**config.mk**
```make
export PLATFORM = sky130hd
export DESIGN_NAME = ram_boot_arbiter
export DESIGN_NICKNAME = d
export VERILOG_FILES = /design/src/rtl/cpu8_ram_pkg.sv /design/src/rtl/ram_load_cnt.sv /design/src/rtl/ram_boot_arbiter.sv
export SDC_FILE = /design/constraint.sdc
export NUM_CORES = 1
export LEC_CHECK = 0
export BUFFER_PORTS_ARGS = -buffer_cell sky130_fd_sc_hd__buf_2
export CAP_MARGIN = 10
export CORE_MARGIN = 2
export CORE_UTILIZATION = 35
export DETAILED_ROUTE_END_ITERATION = 8
export PLACE_DENSITY = 0.66
export RECOVER_POWER = 100
export SLEW_MARGIN = 20
export SYNTH_ARGS = -nofsm -noshare
export SYNTH_HDL_FRONTEND = slang
export SYNTH_SLANG_ARGS = --single-unit
```
**constraint.sdc**
```tcl
create_clock -name clk -period 2.3 [get_ports clk]
set_input_delay 0.46 -clock clk [delete_from_list [all_inputs] [get_ports clk]]
set_output_delay 0.46 -clock clk [all_outputs]
set_load 0.005 [all_outputs]
```
**src/rtl/cpu8_ram_pkg.sv**
```systemverilog
// Shared constants and FSM encoding for the program RAM arbiter.
package cpu8_ram_pkg;

    localparam int ADDR_W = 6;
    localparam int DATA_W = 8;
    localparam int DEPTH  = 2 ** ADDR_W;

    // LOAD is the reset state: the loader owns the RAM port until the boot phase ends.
    typedef enum logic [2:0] {
        LOAD     = 3'd0,
        IDLE     = 3'd1,
        RD_ISSUE = 3'd2,
        RD_WAIT  = 3'd3,
        WR       = 3'd4
    } state_e;

endpackage

```
**src/rtl/ram_load_cnt.sv**
```systemverilog
// Boot-phase write address and byte counter.
// The address saturates at the last word so it never wraps, while the count
// still advances to DEPTH so that a full load reports 64 bytes.
module ram_load_cnt #(
    parameter int ADDR_W = cpu8_ram_pkg::ADDR_W
) (
    input  logic              clk,
    input  logic              rst,
    input  logic              clr,
    input  logic              inc,
    output logic [ADDR_W-1:0] addr,
    output logic [ADDR_W:0]   count,
    output logic              term
);

    logic [ADDR_W-1:0] addr_q;
    logic [ADDR_W-1:0] addr_d;
    logic [ADDR_W:0]   count_q;
    logic [ADDR_W:0]   count_d;

    // Terminal flag: the current address is the last RAM word.
    assign term  = &addr_q;
    assign addr  = addr_q;
    assign count = count_q;

    // Next address/count: clear wins over increment; address holds at the top.
    always_comb begin
        addr_d  = addr_q;
        count_d = count_q;
        if (clr) begin
            addr_d  = '0;
            count_d = '0;
        end else if (inc) begin
            count_d = count_q + 1'b1;
            if (!term) begin
                addr_d = addr_q + 1'b1;
            end
        end
    end

    // Counter registers with synchronous reset.
    always_ff @(posedge clk) begin
        if (rst) begin
            addr_q  <= '0;
            count_q <= '0;
        end else begin
            addr_q  <= addr_d;
            count_q <= count_d;
        end
    end

endmodule

```
**src/rtl/ram_boot_arbiter.sv**
```systemverilog
// Program RAM port owner: boot loader phase followed by CPU req/ack access.
// RAM read data arrives one cycle after the address, so reads take an issue
// and a wait cycle; writes take a single cycle. Acks are registered pulses.
module ram_boot_arbiter #(
    parameter int ADDR_W = cpu8_ram_pkg::ADDR_W,
    parameter int DATA_W = cpu8_ram_pkg::DATA_W
) (
    input  logic              clk,
    input  logic              rst,
    // loader stream
    input  logic              ld_valid,
    input  logic [DATA_W-1:0] ld_data,
    input  logic              ld_last,
    output logic              ld_ready,
    input  logic              ld_start,
    output logic              load_done,
    output logic [ADDR_W:0]   load_count,
    // CPU access
    input  logic              cpu_req,
    input  logic              cpu_we,
    input  logic [ADDR_W-1:0] cpu_addr,
    input  logic [DATA_W-1:0] cpu_wdata,
    output logic              cpu_ack,
    output logic [DATA_W-1:0] cpu_rdata,
    output logic              cpu_hold,
    // RAM port
    output logic              ram_iwr,
    output logic              ram_edtb,
    output logic [ADDR_W-1:0] ram_addr,
    output logic [DATA_W-1:0] ram_din,
    input  logic [DATA_W-1:0] ram_dout
);

    import cpu8_ram_pkg::*;

    state_e            state_q;
    state_e            state_d;
    logic              start_pend_q;
    logic              start_pend_d;
    logic              load_done_q;
    logic              load_done_d;
    logic              cpu_ack_q;
    logic              cpu_ack_d;
    logic [DATA_W-1:0] cpu_rdata_q;
    logic [DATA_W-1:0] cpu_rdata_d;
    logic [ADDR_W-1:0] req_addr_q;
    logic [ADDR_W-1:0] req_addr_d;
    logic [DATA_W-1:0] req_wdata_q;
    logic [DATA_W-1:0] req_wdata_d;

    logic              cnt_clr;
    logic              cnt_inc;
    logic              cnt_term;
    logic [ADDR_W-1:0] ld_addr;

    ram_load_cnt #(
        .ADDR_W (ADDR_W)
    ) u_load_cnt (
        .clk   (clk),
        .rst   (rst),
        .clr   (cnt_clr),
        .inc   (cnt_inc),
        .addr  (ld_addr),
        .count (load_count),
        .term  (cnt_term)
    );

    assign load_done = load_done_q;
    assign cpu_ack   = cpu_ack_q;
    assign cpu_rdata = cpu_rdata_q;
    assign cpu_hold  = (state_q == LOAD);

    // Next-state, request latch and RAM port mux. RAM strobes and ld_ready are
    // forced low while rst is high so nothing is written during reset.
    always_comb begin
        state_d      = state_q;
        start_pend_d = start_pend_q;
        load_done_d  = load_done_q;
        cpu_ack_d    = 1'b0;
        cpu_rdata_d  = cpu_rdata_q;
        req_addr_d   = req_addr_q;
        req_wdata_d  = req_wdata_q;
        cnt_clr      = 1'b0;
        cnt_inc      = 1'b0;
        ld_ready     = 1'b0;
        ram_iwr      = 1'b0;
        ram_edtb     = 1'b0;
        ram_addr     = '0;
        ram_din      = '0;

        case (state_q)
            LOAD: begin
                ld_ready = 1'b1;
                if (ld_valid) begin
                    ram_iwr  = 1'b1;
                    ram_addr = ld_addr;
                    ram_din  = ld_data;
                    cnt_inc  = 1'b1;
                    if (ld_last || cnt_term) begin
                        state_d     = IDLE;
                        load_done_d = 1'b1;
                    end
                end
            end
            IDLE: begin
                // A boot request beats a CPU request; in the ack cycle the
                // still-asserted request belongs to the access just finished.
                if (start_pend_q || ld_start) begin
                    state_d      = LOAD;
                    start_pend_d = 1'b0;
                    load_done_d  = 1'b0;
                    cnt_clr      = 1'b1;
                end else if (cpu_req && !cpu_ack_q) begin
                    req_addr_d  = cpu_addr;
                    req_wdata_d = cpu_wdata;
                    state_d     = cpu_we ? WR : RD_ISSUE;
                end
            end
            WR: begin
                ram_iwr  = 1'b1;
                ram_addr = req_addr_q;
                ram_din  = req_wdata_q;
                state_d  = IDLE;
                cpu_ack_d = 1'b1;
                if (ld_start) begin
                    start_pend_d = 1'b1;
                end
            end
            RD_ISSUE: begin
                ram_edtb = 1'b1;
                ram_addr = req_addr_q;
                state_d  = RD_WAIT;
                if (ld_start) begin
                    start_pend_d = 1'b1;
                end
            end
            RD_WAIT: begin
                ram_edtb    = 1'b1;
                ram_addr    = req_addr_q;
                cpu_rdata_d = ram_dout;
                cpu_ack_d   = 1'b1;
                state_d     = IDLE;
                if (ld_start) begin
                    start_pend_d = 1'b1;
                end
            end
            default: begin
                state_d = LOAD;
            end
        endcase

        if (rst) begin
            ld_ready = 1'b0;
            ram_iwr  = 1'b0;
            ram_edtb = 1'b0;
            ram_addr = '0;
            ram_din  = '0;
        end
    end

    // State and datapath registers; reset aborts any access without an ack.
    always_ff @(posedge clk) begin
        if (rst) begin
            state_q      <= LOAD;
            start_pend_q <= 1'b0;
            load_done_q  <= 1'b0;
            cpu_ack_q    <= 1'b0;
            cpu_rdata_q  <= '0;
            req_addr_q   <= '0;
            req_wdata_q  <= '0;
        end else begin
            state_q      <= state_d;
            start_pend_q <= start_pend_d;
            load_done_q  <= load_done_d;
            cpu_ack_q    <= cpu_ack_d;
            cpu_rdata_q  <= cpu_rdata_d;
            req_addr_q   <= req_addr_d;
            req_wdata_q  <= req_wdata_d;
        end
    end

endmodule
```
After elaboration in Yosys (flattened, before gate mapping):

Cells that the tools add are included.

* bits in registers: 41
* input port bits: 37
* word-level logic and storage cells: 68

* add/subtract/negate cells: 2
* equality and inequality tests: 9
* mux-type cells: 29
* bitwise logic cells: 2
* reductions and logical operators: 17

Operators by type and width (count)
* 8-bit 2-to-1 mux: 2
* 8-bit one-hot mux with 2 select lines: 1
* 3-bit 2-to-1 mux: 5
* 1-bit 2-to-1 mux: 14
* 6-bit 2-to-1 mux: 2
* 3-bit one-hot mux with 4 select lines: 1
* 6-bit one-hot mux with 2 select lines: 1
* 3-bit AND reduction: 3
* 7-bit by 1-bit adder with 7-bit output, second input constant: 1
* 6-bit by 1-bit adder with 6-bit output, second input constant: 1
* 3-bit by 2-bit equality test with 1-bit output, second input constant: 2
* 1-bit one-hot mux with 2 select lines: 3
* 6-bit AND reduction: 1
* 2-bit OR reduction: 3
* 2-bit by 1-bit inequality test with 1-bit output, second input constant: 2
* 2-bit inequality test, second input constant: 2
* 4-bit AND reduction: 1
* 2-bit nonzero test: 2
* 3-bit by 1-bit equality test with 1-bit output, second input constant: 1
* 3-bit equality test, second input constant: 1
* 3-bit zero test: 1
* 3-bit inequality test, second input constant: 1
* 3-bit OR reduction: 1
* 1-bit logical OR: 2
* 4 further kinds: 5

Depth between registers and ports, before layout:

Gate-level depths: netlist of run 1.

* depth in word-level cells: 5
* mapped depth: 6

Cells and area by module:

A second synthesis of run 1 with hierarchy kept.

* cell total of the unflattened synthesis: 244
* area total of the unflattened synthesis: 2083.2 sq um

Modules (own cells, without submodules)
* ram_boot_arbiter: times used 1, cells each 180, area each 1490.2 sq um, sequential area each 560.5 sq um
* ram_load_cnt: times used 1, cells each 64, area each 593.1 sq um, sequential area each 260.2 sq um

Least setup slack after synthesis of run 1:

No wires, ideal clock.

* path kind: register to output
* start: register state_q[2]
* end: output port ram_addr[4]
* arrival: 1539 ps
* setup slack: 301 ps
* stages on the path, launching flop included: 6
* buffers on the path: 2
* cells stage by stage: dfxtp_1 -> clkbuf_1 -> nor3b_1 -> clkbuf_1 -> o21ai_0 -> a21oi_1

* longest elaborated chain between the ends: 4
* elaborated cells between the ends (all ways): 7
* those cells by class: eq/ne (3); mux (2); reduce/logical (2)

Ends and longest elaborated chain
* start, declared: line ram_boot_arbiter.sv:36 `state_e state_q;`
* start signal, assigned: line ram_boot_arbiter.sv:172 `state_q <= state_d;`
* 3-bit by 2-bit equality test with 1-bit output or 3-bit equality test (tied branches): line ram_boot_arbiter.sv:91 `case (state_q)`
* 3-bit OR reduction (no source line)
* 6-bit one-hot mux with 2 select lines (*): line ram_boot_arbiter.sv:91
* 6-bit 2-to-1 mux (*): line ram_boot_arbiter.sv:152 `if (rst) begin`
* end, declared: line ram_boot_arbiter.sv:29 `output logic [ADDR_W-1:0] ram_addr,`

Every way passes the cells marked *; elsewhere a longest branch is shown, timed or not.

Worst setup path in the final report of run 1:

* start: register state_q[1]
* end: output port ram_addr[2]

Same word-level chain as after synthesis.

==> impl_metrics.json, run 1 <==
{
  "run_status": "finished, final reports clean",
  "synth.ff_latch_count": 41,
  "n_antenna_cell": 0,
  "hold_class": "in2reg",
  "total_switching_power_uw": 379,
  "share_seq_of_total_power_pct": 53.6,
  "pwr-share-comb_pct": 12.9,
  "final_layout_size_suffix_gt1_share_pct": 23.3,
  "cp.required_ns": 1.84,
  "drt.antenna.violating_nets": 0,
  "tritoncts.num_buffers": 5,
  "drc_errors": 0,
  "die-width_um": 79.9,
  "floorplan.rows": 27,
  "yosys.area.top_type": "sky130_fd_sc_hd__dfxtp_1",
  "tns_ns": 0,
  "clock_tree.buffer_depth": 2,
  "dieArea_um2": 6390,
  "drt_iter0_markers": 133,
  "final.min_clock_period_ns": 2.12,
  "post_cts_buffers": 0,
  "synth_top_cells_by_count": "49 x sky130_fd_sc_hd__nand2_1, 41 x sky130_fd_sc_hd__dfxtp_1, 27 x sky130_fd_sc_hd__a21oi_1",
  "ys_types": 43,
  "synth.area.top_cells": "sky130_fd_sc_hd__dfxtp_1 41%, sky130_fd_sc_hd__nand2_1 9.1%, sky130_fd_sc_hd__mux2i_1 7.4%",
  "later_pin_clock_latency_in_the_skew_report_ns": 0.30,
  "syn_area_um2": 2020,
  "rd_place_congestion": 0.823,
  "final_net_count": 364,
  "drtPass1Iterations": 4,
  "synth-main-ff-cell": "sky130_fd_sc_hd__dfxtp_1",
  "use_met2_pct": 26.1,
  "crit_path_max_fanout": 22,
  "tritoncts_num_sinks": 41,
  "cts_tree": "built",
  "drt_wl_cell_um": 12.6,
  "synth_async_sr_flop_share_pct": 0,
  "crit_path_end_kind": "primary output",
  "cts_root_buffer_type": "sky130_fd_sc_hd__clkbuf_8",
  "number_of_antenna_violations_at_the_first_check_in_global_routing": 0,
  "netlist.area_leader.share_pct": 40.7,
  "fill_cells": 577,
  "worst-slew-pin-transition_ns": 0.588,
  "rsz0062_at_grt": "false",
  "htree_num_levels": 2,
  "grt_usage_pct": 15.5,
  "globalRouteMet1Util_pct": 19.0,
  "place_ws_ns": 0.336,
  "worstPathArrival_ns": 1.66,
  "final-hold-violation-count": 0,
  "cp-start-kind": "register",
  "grt.overflow.total": 0,
  "pwr_density_cell_nw_per_um2": 556,
  "post_synth_inst_count": 256,
  "clk_pin_slew_ns": 0.09,
  "timing.final.max_slew_violations": 0,
  "yosys.cell_count.top_type": "sky130_fd_sc_hd__nand2_1",
  "timing.final.crit_share_pct": 92.2,
  "totalWireLength_um": 5030,
  "total_area_of_multi_input_combinational_cells_um2": 1090,
  "finalClockSkew_ns": 0.0124,
  "ys_seq_area_share_pct": 40.7,
  "postSynthNetCount": 295,
  "synth_warnings": 0,
  "vias_per_cell": 5.11,
  "maxCapViolations": 0,
  "worst_ir_drop_vdd_mv": 0.284,
  "intPower_mw": 1.02,
  "layout.area.seq_um2": 821,
  "synth.avg_cell_area_um2": 7.88,
  "post_dp_hpwl_um": 3680,
  "setup.worst_path.class": "reg2out",
  "grt_max_degree": 23,
  "synth_edf_count": 0,
  "postLayoutSetupSlackWorst_ns": 0.180,
  "core_area_um2": 5540,
  "max_slew_margin_pct": 60.8,
  "p_leak_nw": 0.981,
  "io_pins": 72,
  "report.final.setup_viol": 0,
  "die_y_um": 79.9,
  "busiest_layer": "met2",
  "area_growth_synth_to_finish_pct": 24.6,
  "power_mw": 1.40,
  "timing.fmax_mhz": 472,
  "route.vias.total": 2034,
  "power.clock.fraction_pct": 33.4,
  "grt_pass1_vias": 1815,
  "p_sw_share_pct": 27.1,
  "initial_core_util_pct": 36.4,
  "groute.layer.met3.usage_pct": 3.62,
  "io_buffer_count": 71,
  "first_pass_grt_wire_length_um": 7950
}
==> stage by stage <==
stage	cells	instance area (um2)	hold WS (ns)	utilization (%)
3_5_place_dp	390	2470	0.447	44.5
5_1_grt	398	2510	0.391	45.4
3_3_place_gp	390	2470	0.441	44.5
2_1_floorplan	256	2020	0.431	-
6_report	398	2510	0.395	45.4
4_1_cts	398	2550	0.391	46.1
==> metal layers <==
metal	vias to the layer above	routed length [um]
met5	-	0
met4	0	78
met3	9	297
met2	64	2340
met1	927	2320
li1	1034	-
==> cells by family after synthesis <==
logic type / Yosys count / synth area share, %
flops: 41 / 40.7
fa+ha+maj: 2 / 1.24
mux: 15 / 7.44
buf+inv: 25 / 5.39
simple gates: 108 / 25.8
xor+xnor: 1 / 0.434
compound gates: 64 / 19.0
==> power by group through the flow <==
stage	Sequential, mW	Clock (mW)	Combinational, mW
after floorplan	0.756	0	0.114
after global placement	0.766	0	0.186
after detailed placement	0.765	0	0.189
after CTS	0.749	0.478	0.190
after global routing	0.752	0.507	0.207
final	0.749	0.467	0.181
==> registers in the layout, indices dropped and copies added, names as in the netlist, 3 cells and up <==
signal	flops
u_load_cnt.addr	6
cpu_rdata	8
req_addr_q	6
req_wdata_q	8
u_load_cnt.count	7
state_q	3
==> final cells by class <==
type | instances | area share, %
Tap cell | 72 | 3.58
Timing Repair Buffer | 82 | 16.1
Sequential cell | 41 | 32.7
Clock buffer | 6 | 2.89
Inverter | 5 | 0.747
Clock inverter | 2 | 0.597
Multi-Input combinational cell | 190 | 43.5
==> final timing paths <==
check / from / to / slack (ns) / cells past startpoint
setup / recovery: state_q[1] / ram_addr[2] / 0.18 / 5
hold / removal: cpu_wdata[7] / req_wdata_q[7] / 0.39 / 3
setup reg to reg: state_q[2] / u_load_cnt.count[2] / 0.38 / 4
hold reg to reg: cpu_rdata[4] / cpu_rdata[4] / 0.46 / 2
==> placed cells by master, fill, tap and decap left out, drive strengths merged, types with 2 or more instances in the layout <==
cell / n
a311oi: 2
nand2: 49
buf: 57
o21ai: 14
o31ai: 2
and3: 3
nor4b: 2
nand3: 13
ha: 2
nor3b: 2
a21oi: 27
clkbuf: 31
dfxtp: 41
inv: 4
mux2i: 15
nor2b: 4
a211oi: 4
nand2b: 2
or3: 4
clkinvlp: 2
or4: 2
nor2: 19
a22oi: 9
==> worst max-delay path: stages (launching register included) <==
cell and delay, ns:
sky130_fd_sc_hd__dfxtp_1 0.41, sky130_fd_sc_hd__nor4b_2 0.29, sky130_fd_sc_hd__buf_4 0.30, sky130_fd_sc_hd__nand2_1 0.09
sky130_fd_sc_hd__a21oi_1 0.15, sky130_fd_sc_hd__clkbuf_1 0.13
==> repair_timing <==
item                       4_1_cts  5_1_grt
hold buffers                     0        0
setup endpoints to repair        0        7
gates resized for setup          0        2
Power figures use the tool's default switching activity.
==> run 2, diff against run 1 <==
Settings changed: CORE_MARGIN 2 to 4.
==> run 2 against run 1 <==
Via count decreased by 1.6%; combinational power is 5% higher; first-iteration DRC count is 23% lower; flip-flop and latch count is the same; critical path type unchanged.
==> impl_metrics.json, run 2 (synthesized netlist as in run 1, its figures left out) <==
{
  "grt_pass1_vias": 1827,
  "io_pins": 72,
  "drt_iter0_markers": 103,
  "crit_path_max_fanout": 11,
  "crit_path_cell_trace": "nor2b_2 -> buf_4 -> and2_1 -> buf_2",
  "power_mw": 1.41,
  "final_cell_mix": "54 x sky130_fd_sc_hd__buf_2, 49 x sky130_fd_sc_hd__nand2_1, 40 x sky130_fd_sc_hd__dfxtp_1, 26 x sky130_fd_sc_hd__a21oi_1, 19 x sky130_fd_sc_hd__nor2_1",
  "later_pin_clock_latency_in_the_skew_report_ns": 0.29,
  "first_pass_grt_wire_length_um": 8400,
  "worst-slew-pin-transition_ns": 0.497,
  "grt_max_degree": 23,
  "timing.fmax_mhz": 463,
  "final_net_count": 365,
  "postLayoutSetupSlackWorst_ns": 0.140,
  "final.min_clock_period_ns": 2.16,
  "crit_buf_inv": 2,
  "utilization_pct": 46.1,
  "cp-start-kind": "register",
  "maxCapViolations": 0,
  "dpl.cell_count": 390,
  "drtPass1Iterations": 4,
  "holdBufCountCts": 0,
  "timing.critical_path.slowest_stage_cell": "sky130_fd_sc_hd__dfxtp_1",
  "n_antenna_cell": 0,
  "rd_place_congestion": 0.752,
  "post_dp_hpwl_um": 3770,
  "io_buffer_count": 71,
  "max_slew_margin_pct": 66.9,
  "final_layout_size_suffix_gt1_share_pct": 25.1,
  "report.final.setup_viol": 0,
  "drc_errors": 0,
  "timing.final.max_slew_violations": 0,
  "drt_wl_cell_um": 13.0,
  "worstPathArrival_ns": 1.70,
  "grt.overflow.total": 0,
  "die-width_um": 83.9,
  "area_growth_synth_to_finish_pct": 26.5,
  "vias_per_cell": 5.02,
  "clk_pin_slew_ns": 0.08,
  "cts_tree": "built",
  "die_y_um": 83.9,
  "tritoncts_num_sinks": 41,
  "cp.required_ns": 1.84,
  "crit_path_end_kind": "primary output",
  "hold_class": "in2reg",
  "core_area_um2": 5540,
  "pwr_density_cell_nw_per_um2": 553,
  "initial_core_util_pct": 36.4,
  "floorplan.rows": 27,
  "worst_path_largest_cell_delay_ns": 0.54,
  "dieArea_um2": 7050,
  "final-hold-violation-count": 0,
  "rsz0062_at_grt": "false",
  "drt.antenna.violating_nets": 0,
  "number_of_antenna_violations_at_the_first_check_in_global_routing": 0,
  "worst_ir_drop_vdd_mv": 0.307,
  "run_status": "finished, final reports clean",
  "place_ws_ns": 0.265,
  "critical-path-top-delay-family": "flip-flops",
  "layoutNonFillerInstCount": 399,
  "timing.final.crit_share_pct": 93.9,
  "clock_tree.buffer_depth": 2,
  "p_leak_nw": 1.01,
  "finalClockSkew_ns": 0.00290,
  "totalWireLength_um": 5180,
  "layout_commonest_cell": "sky130_fd_sc_hd__buf_2",
  "timing.reg2reg.setup_slack_ns": 0.32,
  "grt_usage_pct": 14.4,
  "htree_num_levels": 2,
  "route.vias.total": 2002,
  "tns_ns": 0,
  "tritoncts.num_buffers": 5,
  "setup.worst_path.class": "reg2out",
  "cts_root_buffer_type": "sky130_fd_sc_hd__clkbuf_8"
}
-- run 2: layout make-up --
type                    count  area (um2)
well taps                  72        90.1
fillers                   577        2990
multi-input cells         190        1100
clock inverters             3        22.5
flip-flops and latches     41         822
inverters                   5        18.8
repair buffers             83         428
clock buffers               5        68.8
-- run 2: final timing paths --
check | depth (start not counted) | end | start
max | 4 | ram_edtb | state_q[1]
min | 3 | req_wdata_q[6] | cpu_wdata[6]
max reg2reg | 3 | u_load_cnt.count[5] | state_q[1]
min reg2reg | 2 | cpu_rdata[1] | cpu_rdata[1]
-- run 2: tightest hold or removal path, cell delays in order --
cell,delay [ns]
sky130_fd_sc_hd__buf_2,0.10
sky130_fd_sc_hd__nand2_1,0.04
sky130_fd_sc_hd__mux2i_1,0.05
-- run 2: stage by stage --
| stage | cell area, um2 | hold slack [ns] |
|---|---|---|
| 2_1_floorplan | 2020 | 0.431 |
| 3_3_place_gp | 2470 | 0.439 |
| 3_5_place_dp | 2470 | 0.446 |
| 4_1_cts | 2560 | 0.397 |
| 5_1_grt | 2550 | 0.390 |
| 6_report | 2550 | 0.404 |
-- run 2: power breakdown --
part	switching [mW]	internal, mW
Combinational	0.103	0.0866
Clock	0.254	0.215
Sequential	0.0265	0.727
-- run 2: timing repair --
item | CTS | global route
endpoints found under the hold margin | 0 | 0
resized for setup | 0 | 10
setup endpoints to repair | 0 | 15
buffers inserted | 0 | 0
-- run 2: routing by layer --
metal  vias to the layer above  GRT usage [%]  share of wire, %
met5                         -              0                 0
met4                         0           4.53               1.0
met3                         7           4.94               7.5
met2                        57           23.2                48
met1                       893           18.0                44
li1                       1045              -                 -
